[src/rtl/read_arbiter_pkg.sv]
// Shared types and widths for the SRAM read arbiter and its rotating
// first-set picker.
package read_arbiter_pkg;

  localparam int NUM_PORTS = 16;
  localparam int DATA_W    = 64;
  localparam int PRIO_W    = 3;
  localparam int PORT_W    = 4;
  localparam int CREDIT_W  = 4;

  typedef enum logic [1:0] {
    ST_IDLE  = 2'd0,
    ST_ARB   = 2'd1,
    ST_START = 2'd2,
    ST_XFER  = 2'd3
  } state_e;

endpackage

[src/rtl/read_arbiter_picker.sv]
// Combinational find-first-set over N request bits, scanning upward from a
// rotating pointer and wrapping at N-1.
module wrr_picker #(
  parameter int N = 16,
  parameter int W = 4
) (
  input  logic [N-1:0] req_i,
  input  logic [W-1:0] ptr_i,
  output logic [W-1:0] idx_o,
  output logic         found_o
);

  logic [W:0] cand;

  always_comb begin
    idx_o   = '0;
    found_o = 1'b0;
    cand    = '0;
    for (int k = 0; k < N; k++) begin
      cand = {1'b0, ptr_i} + (W+1)'(k);
      if (cand >= (W+1)'(N)) cand = cand - (W+1)'(N);
      if (!found_o && req_i[cand[W-1:0]]) begin
        found_o = 1'b1;
        idx_o   = cand[W-1:0];
      end
    end
  end

endmodule

[src/rtl/read_arbiter.sv]
// Read-side arbiter: grants one output port a packet read from shared SRAM,
// issues the read start and steers the returned beat stream to that port.
module read_arbiter
  import read_arbiter_pkg::*;
#(
  parameter int num_of_ports       = NUM_PORTS,
  parameter int arbiter_data_width = DATA_W,
  parameter int priority_width     = PRIO_W,
  parameter int des_port_width     = PORT_W
) (
  input  logic                                   clk,
  input  logic                                   rst,
  input  logic                                   sp0_wrr1,
  input  logic [num_of_ports-1:0]                req,
  input  logic [num_of_ports-1:0]                port_ready,
  input  logic [num_of_ports*priority_width-1:0] pkt_prio_p,
  input  logic [arbiter_data_width-1:0]          rd_data_in,
  input  logic                                   rd_vld_in,
  input  logic                                   rd_sop_in,
  input  logic                                   rd_eop_in,
  output logic                                   rd_start,
  output logic [des_port_width-1:0]              rd_port,
  output logic [priority_width-1:0]              rd_prio,
  output logic [num_of_ports-1:0]                grant,
  output logic                                   busy,
  output logic [arbiter_data_width-1:0]          data_out,
  output logic [num_of_ports-1:0]                out_vld,
  output logic [num_of_ports-1:0]                out_sop,
  output logic [num_of_ports-1:0]                out_eop
);

  logic [num_of_ports-1:0]       eligible;
  logic [priority_width-1:0]     prio_a [num_of_ports];
  logic [priority_width-1:0]     max_prio;
  logic [num_of_ports-1:0]       sp_mask;
  logic [num_of_ports-1:0]       pick_req;
  logic [des_port_width-1:0]     pick_ptr;
  logic [des_port_width-1:0]     win_idx;
  logic                          win_found;
  logic [num_of_ports-1:0]       grant_d;
  logic [des_port_width-1:0]     ptr_inc_d;

  state_e                        state_q;
  logic [des_port_width-1:0]     ptr_q;
  logic [CREDIT_W-1:0]           credit_q [num_of_ports];
  logic                          wrr_pkt_q;
  logic                          rd_start_q;
  logic [des_port_width-1:0]     rd_port_q;
  logic [priority_width-1:0]     rd_prio_q;
  logic [num_of_ports-1:0]       grant_q;
  logic [arbiter_data_width-1:0] data_q;
  logic [num_of_ports-1:0]       out_vld_q;
  logic [num_of_ports-1:0]       out_sop_q;
  logic [num_of_ports-1:0]       out_eop_q;

  assign eligible = req & port_ready;

  for (genvar gi = 0; gi < num_of_ports; gi++) begin : g_port
    assign prio_a[gi]  = pkt_prio_p[gi*priority_width +: priority_width];
    assign sp_mask[gi] = eligible[gi] && (prio_a[gi] == max_prio);
  end

  always_comb begin
    max_prio = '0;
    for (int i = 0; i < num_of_ports; i++) begin
      if (eligible[i] && (prio_a[i] > max_prio)) max_prio = prio_a[i];
    end
  end

  // SP reuses the picker: only max-priority ports remain, scanned from 0 so
  // ties resolve to the lowest index.
  assign pick_req = sp0_wrr1 ? eligible : sp_mask;
  assign pick_ptr = sp0_wrr1 ? ptr_q : '0;

  wrr_picker #(
    .N (num_of_ports),
    .W (des_port_width)
  ) u_picker (
    .req_i   (pick_req),
    .ptr_i   (pick_ptr),
    .idx_o   (win_idx),
    .found_o (win_found)
  );

  assign grant_d   = {{(num_of_ports-1){1'b0}}, 1'b1} << win_idx;
  assign ptr_inc_d = (rd_port_q == des_port_width'(num_of_ports-1))
                   ? '0 : rd_port_q + des_port_width'(1);

  always_ff @(posedge clk) begin
    if (!rst) begin
      state_q    <= ST_IDLE;
      ptr_q      <= '0;
      wrr_pkt_q  <= 1'b0;
      rd_start_q <= 1'b0;
      rd_port_q  <= '0;
      rd_prio_q  <= '0;
      grant_q    <= '0;
      data_q     <= '0;
      out_vld_q  <= '0;
      out_sop_q  <= '0;
      out_eop_q  <= '0;
      for (int i = 0; i < num_of_ports; i++) credit_q[i] <= '0;
    end else begin
      rd_start_q <= 1'b0;
      out_vld_q  <= '0;
      out_sop_q  <= '0;
      out_eop_q  <= '0;
      case (state_q)
        ST_IDLE: begin
          if (|eligible) state_q <= ST_ARB;
        end
        ST_ARB: begin
          if (win_found) begin
            grant_q    <= grant_d;
            rd_port_q  <= win_idx;
            rd_prio_q  <= prio_a[win_idx];
            wrr_pkt_q  <= sp0_wrr1;
            rd_start_q <= 1'b1;
            state_q    <= ST_START;
            if (sp0_wrr1 && (credit_q[win_idx] == '0)) begin
              credit_q[win_idx] <= CREDIT_W'(prio_a[win_idx]) + CREDIT_W'(1);
            end
          end else begin
            state_q <= ST_IDLE;
          end
        end
        ST_START: begin
          state_q <= ST_XFER;
        end
        ST_XFER: begin
          if (rd_vld_in) begin
            data_q    <= rd_data_in;
            out_vld_q <= grant_q;
            out_sop_q <= rd_sop_in ? grant_q : '0;
            out_eop_q <= rd_eop_in ? grant_q : '0;
            if (rd_eop_in) begin
              grant_q <= '0;
              state_q <= ST_IDLE;
              // Last credit used: move past this port; otherwise stay on it.
              if (wrr_pkt_q) begin
                if (credit_q[rd_port_q] == CREDIT_W'(1)) begin
                  credit_q[rd_port_q] <= '0;
                  ptr_q               <= ptr_inc_d;
                end else begin
                  credit_q[rd_port_q] <= credit_q[rd_port_q] - CREDIT_W'(1);
                  ptr_q               <= rd_port_q;
                end
              end
            end
          end
        end
        default: state_q <= ST_IDLE;
      endcase
    end
  end

  assign rd_start = rd_start_q;
  assign rd_port  = rd_port_q;
  assign rd_prio  = rd_prio_q;
  assign grant    = grant_q;
  assign busy     = (state_q != ST_IDLE);
  assign data_out = data_q;
  assign out_vld  = out_vld_q;
  assign out_sop  = out_sop_q;
  assign out_eop  = out_eop_q;

endmodule
[config.mk]
export PLATFORM = sky130hd
export DESIGN_NAME = read_arbiter
export DESIGN_NICKNAME = d
export VERILOG_FILES = /design/src/rtl/read_arbiter_pkg.sv /design/src/rtl/read_arbiter_picker.sv /design/src/rtl/read_arbiter.sv
export SDC_FILE = /design/constraint.sdc
export NUM_CORES = 1
export LEC_CHECK = 0
export ABC_CLOCK_PERIOD_IN_PS = 25200
export CAP_MARGIN = 20
export CORE_UTILIZATION = 48
export CTS_BUF_LIST = sky130_fd_sc_hd__clkbuf_4 sky130_fd_sc_hd__clkbuf_8 sky130_fd_sc_hd__clkbuf_16
export CTS_CLUSTER_DIAMETER = 100
export DETAILED_ROUTE_END_ITERATION = 10
export PLACE_DENSITY = 0.78
export SYNTH_ARGS = -nofsm -noshare
export SYNTH_HDL_FRONTEND = slang
export SYNTH_HIERARCHICAL = 1
export SYNTH_SLANG_ARGS = --single-unit
export TNS_END_PERCENT = 50
[constraint.sdc]
create_clock -name clk -period 25.2 [get_ports clk]
set_clock_uncertainty 0.05 [all_clocks]
set_input_delay 2.52 -clock clk [delete_from_list [all_inputs] [get_ports clk]]
set_output_delay 2.52 -clock clk [all_outputs]
set_load 0.01 [all_outputs]
==> results of run 1 <==
-- flip-flops by register name, indices dropped and copies added, names as in the netlist, named ones only --
register / count
rd_prio: 3
out_eop: 16
state_q: 1
rd_port: 4
ptr_q: 4
out_vld: 16
rd_start: 1
grant: 16
credit_q: 64
out_sop: 16
data_out: 64
wrr_pkt_q: 1
-- metal layers --
layer  vias to the layer above  part of all wire
li1                       6814                 -
met1                      7044              0.37
met2                       907              0.48
met3                       195             0.095
met4                         4             0.045
met5                         -           0.00046
-- worst register-to-register path, stage by stage, from the launching register on --
cell and delay, ps:
dfxtp_1 320, and2_1 140, buf_4 300, inv_1 250, ha_1 920, mux4_2 670, buf_4 160, mux2i_1 220
mux2_4 240, nand4b_1 150, nor4_4 290, and2_4 230, nand3_2 90, buf_4 170, a31oi_4 180, buf_12 170
buf_8 140, buf_4 130, mux4_2 520, mux4_2 550, xor2_1 200, a21oi_2 140, buf_4 150, clkbuf_16 140
nor2_1 50
-- worst paths after layout --
path,endpoint,cells past startpoint,from,slack [ps]
max,credit_q[11][2],113,req[0],460
min reg2reg,data_out[29],2,data_out[29],410
min,data_out[29],2,data_out[29],410
max reg2reg,credit_q[11][2],24,ptr_q[1],18400
-- cells in the final DEF, fill, tap and decap left out, types with 15 or more instances in the layout --
| cell | netlist | layout |
|---|---|---|
| edfxtp_1 | 64 | 64 |
| xnor2_1 | 27 | 24 |
| mux2i_1 | 45 | 40 |
| nand3_1 | 74 | 68 |
| clkdlybuf4s50_1 | 0 | 277 |
| inv_1 | 38 | 37 |
| and3_1 | 34 | 32 |
| a31oi_1 | 29 | 25 |
| buf_4 | 3 | 211 |
| o21ai_0 | 36 | 28 |
| nand2_1 | 270 | 267 |
| and2_1 | 50 | 48 |
| mux4_2 | 59 | 59 |
| nor2_1 | 143 | 133 |
| nor3_1 | 42 | 39 |
| ha_1 | 32 | 24 |
| mux2_2 | 18 | 15 |
| clkbuf_16 | 0 | 25 |
| dfxtp_1 | 147 | 147 |
| a21boi_0 | 88 | 88 |
| nor4_1 | 24 | 23 |
| a21oi_1 | 54 | 50 |
| nor2b_1 | 20 | 20 |
-- cell families after synthesis --
group,after synthesis
compound gates,337
simple gates,732
buf+inv,133
flops,211
mux,128
fa+ha+maj,33
xor+xnor,40
-- final cells by class --
class	instances	area, sq um	share of cell area
clock buffer	31	684	0.0335
sequential	211	4860	0.238
antenna	1	2.50	0.000123
clock inverter	11	134	0.00656
inverter	40	150	0.00736
multi-input combinational	1270	9420	0.462
timing repair buffer	509	4670	0.229
tap	384	480	0.0235
-- power by group through the flow --
stage	registers (uW)	logic, uW	clock network, uW
2_1_floorplan	377	308	0
3_3_place_gp	382	531	0
3_5_place_dp	383	540	0
4_1_cts	376	550	360
5_1_grt	376	669	375
6_report	375	634	357
-- through the flow --
| step | total power (uW) | setup slack [ps] |
|---|---|---|
| after floorplan | 685 | 21.8 |
| after global placement | 914 | -518 |
| after detailed placement | 923 | -1230 |
| after CTS | 1290 | 8.66 |
| after global routing | 1420 | -562 |
| final | 1370 | 463 |
-- what timing repair did --
item | in CTS | in global routing
endpoints found under the setup margin | 131 | 156
resized for setup | 15 | 103
buffers inserted | 18 | 30
pin swaps | 5 | 77
cloned | 0 | 1
==> metrics, run 1 <==
Setup-failing EPs final=0; Synth Register Bits=211; Rel. slew slack=0.329; Synth Area in XOR/XNOR=0.0245; Net Switching=483 uW; Clock Power Share=0.261; Fin. Hold Viols=0; clk root buf=clkbuf_16; H-tree lvl count=1; wire length per cell=20.6 um; register area share after synthesis=0.340; crit path capture type=flop; met2 Use GR=0.533; post-synth net total=1796; CP max stage delay=550 ps; Final #Nets=2237; Synth area leaders=dfxtp_1 21%, edfxtp_1 13%, mux4_2 9.3%; Placed Instance Area=18700 sq um; Post-synth EDFFs=64; area grow syn2layout=42.6%; fillcell total=2192; Post-Synthesis Cells=1614; post-synthesis adder-cell area fraction=0.0287; minimum clock period=24740 ps; Post-route DRC=4; Post-Layout Cell Count=2457; synthesized cell area=14300 sq um; post-synthesis compound-gate area fraction=0.176; Final Cell Area=20400 sq um; failing checks=DRC; worst-path maximum fanout=8; count leader, synth=nand2_1; clock buffer depth=3; initial core utilization=0.493; slowest cell on the critical path=mux4_2; Vias=15000; Sw Ratio=0.353; fin crit share=0.982; GR Util met3=0.0553; IO Count=287; status=finished, violations left; DR pass1 iterations=11; met1 Usage GRT=0.386; most frequent cell on the critical path=ha_1; Yosys cell types=99; initial antenna violation count=3; share of the synthesized area in the top cell type=0.206; DPL Wire Length=37200 um; critical path type=in2reg; clock latency at the later pin of the worst-skew pair=540 ps; first-pass GRT wire length=75600 um; Worst VDD drop=0.0000559 V; Die Y=175 um; CP required=25440 ps; Power Density=67.0 nW/um^2; share of cells above drive strength 1=0.227; CP delay by family, top=compound AO/OA/AOI/OAI gates; Post-synth ARST share=0; gr busiest metal=met2; gr usage total=0.310; Startpoint Class=primary input; largest family of logic cells by synthesized area=simple AND/OR/NAND/NOR gates; row count=62; Hold Buf Count CTS=0; largest net degree at the start of global routing=81; cts bufs inserted=23; Syn Area/Cell=8.86 sq um; Yosys warnings=6; CTS sink cnt=211; post-route ant nets=0; vias in the first global route=14300; core area=29000 sq um; fmax=40.4 MHz; clock tree from TritonCTS=built; worst slew pin tran=1000 ps; Reg power frac=0.275; Vias/cell=6.09; post-layout util=0.703; Internal=884 uW; drt total wl=50500 um; commonest cells in the synthesized netlist=270 x nand2_1, 147 x dfxtp_1, 143 x nor2_1; 1st-iter DRT viols=1474; Reg clk slew, reported paths=60 ps; max-slew violations=0; total grt overflow=0; Yosys top cell by area=dfxtp_1; Worst Hold Class=reg2reg; worst hold slack=413 ps; Crit path buffers/inverters=12; post-synthesis mux area share=0.145; Most used DFF post-synth=dfxtp_1; RD Place Congestion=0.983; die area=30500 sq um; placed insts=2364; # port buffers=286; total negative setup slack=0 ps; CP arrival=24980 ps; max-capacitance violation count=0; Synth Area in Simple Gates=0.245; Leakage=0.00776 uW; Die Span X=175 um; combinational share of power=0.464
No activity file was read; power rests on OpenSTA's default activity.
==> run 2, diff against run 1 <==
Settings changed: PLACE_DENSITY 0.78 to 0.86.
==> run 2 against run 1 <==
The run now ends clean. Die area is the same. Highest routed layer is now met4. Setup slack got worse by 130 ps. Largest power group unchanged. Clock power fell by 9.0%. Worst hold slack worse by 1.7 ps. First-iteration DRC count increased by 1.3%.
==> metrics, run 2 (same netlist as run 1, synthesis figures left out) <==
max-capacitance violation count=0; Die Span X=175 um; clock tree from TritonCTS=built; Placed Instance Area=18600 sq um; CP arrival=25050 ps; initial antenna violation count=0; Worst Hold Class=reg2reg; CP max stage delay=540 ps; 1st-iter DRT viols=1493; RSZ-0062 raised after global routing=yes; DPL Wire Length=37400 um; drt total wl=51800 um; Vias=15200; total grt overflow=0; fmax=40.2 MHz; Internal=860 uW; Hold Path Cell Cnt=2; fillcell total=2034; max-slew violations=0; die area=30500 sq um; largest net degree at the start of global routing=128; vias in the first global route=14200; CP delay by family, top=compound AO/OA/AOI/OAI gates; cts bufs inserted=22; gr usage total=0.312; area grow syn2layout=43.0%; slowest cell on the critical path=mux4_2; DR pass1 iterations=8; RD Place Congestion=1.00; area of the multi-input gates=9640 sq um; Vias/cell=6.25; critical path depth=116; crit path capture type=flop; wire length per cell=21.2 um; Crit path buffers/inverters=11; post-route ant nets=0; Hold Buf Count CTS=0; clock buffer depth=3; commonest non-fill, non-tap cell in the layout=clkdlybuf4s50_1; critical path type=in2reg; Startpoint Class=primary input; Power Density=65.9 nW/um^2; Final #Nets=2221; Sw Ratio=0.362; Reg clk slew, reported paths=60 ps; # port buffers=286; Final Cell Area=20500 sq um; worst-path maximum fanout=6; Setup-failing EPs final=0; Reg power frac=0.277; combinational share of power=0.482; Worst R2R Path Depth=22; total negative setup slack=0 ps; worst hold slack=411 ps; end of the critical path=credit_q[15][0]; status=finished, final reports clean; Fin. Hold Viols=0; Reg-to-Reg End=credit_q[15][0]; post-layout util=0.705; Net Switching=488 uW; Worst VDD drop=0.0000703 V; total inserted antenna cells=0; first-pass GRT wire length=76300 um; H-tree lvl count=1; Post-route DRC=0; Die Y=175 um; R2R Setup Slk=18450 ps; Leakage=0.00771 uW; crit path from=req[0]; Clock Power Share=0.241; core area=29000 sq um; reg2reg start=ptr_q[0]; Rel. slew slack=0.390; IO Count=287; fin crit share=0.987; minimum clock period=24870 ps; worst slew pin tran=906 ps; most frequent cells in the layout=276 x clkdlybuf4s50_1, 243 x nand2_1, 192 x buf_4; share of cells above drive strength 1=0.240; clock latency at the later pin of the worst-skew pair=510 ps; CTS sink cnt=211; CP required=25390 ps; FF/Latch Area=4860 sq um; clk root buf=clkbuf_16; row count=62; initial core utilization=0.493
## run 2: layer usage
layer | global-route usage | share of wire
met1 | 0.399 | 0.38
met2 | 0.527 | 0.49
met3 | 0.0485 | 0.088
met4 | 0.125 | 0.045
met5 | 0 | 0
## run 2: repair_timing
action / CTS / global route
pin swaps: 9 / 94
resized for setup: 29 / 157
cloned: 0 / 2
setup endpoints to repair: 131 / 157
buffers inserted: 8 / 34
## run 2: worst register-to-register path: stages, from the launching register on
cell and delay [ps]:
dfxtp_1 330, and2_1 130, buf_4 330, inv_2 180, ha_1 920, mux4_2 680
mux4_2 510, or2_4 290, nor4_2 230, buf_4 170, a32o_1 130, o211ai_1 120
nand4_1 100, o221a_1 260, buf_6 160, mux4_2 510, mux4_2 530, a31oi_4 230
nor3_1 80, buf_4 200, nand2_1 140, buf_6 130, nor2_1 50
## run 2: through the flow
step,worst slack [ps],power [uW],std cells
floorplan,21.8,685,1614
finish,334,1350,2438
CTS,45.2,1240,2401
global route,-417,1400,2438
detailed placement,-1290,909,2354
global placement,-190,896,2354
## run 2: layout make-up
class,count,share of cell area
inverter,40,0.00734
tap,384,0.0235
clock buffer,29,0.0316
sequential,211,0.238
timing repair buffer,494,0.224
multi-input combinational,1270,0.471
clock inverter,10,0.00434
## run 2: power groups by stage
stage                     logic [uW]  registers, uW  clock network [uW]
after floorplan                  308            377                   0
after global placement           515            381                   0
after detailed placement         527            382                   0
after CTS                        539            375                 326
after global routing             680            375                 342
final                            650            374                 325
## run 2: worst min-delay path by stage
stage / from / to / slack [ps]
finish: data_out[27] / data_out[27] / 410
global route: data_out[24] / data_out[24] / 430
CTS: data_out[58] / data_out[58] / 420
detailed placement: data_out[27] / data_out[27] / 410
global placement: data_out[59] / data_out[59] / 400
floorplan: wrr_pkt_q / wrr_pkt_q / 390
==> run 3, diff against run 2 <==
Settings changed: CTS_CLUSTER_DIAMETER 100 to 200.
==> results of run 3 <==
Final layout, timing and power as in run 2 (identical DEF).
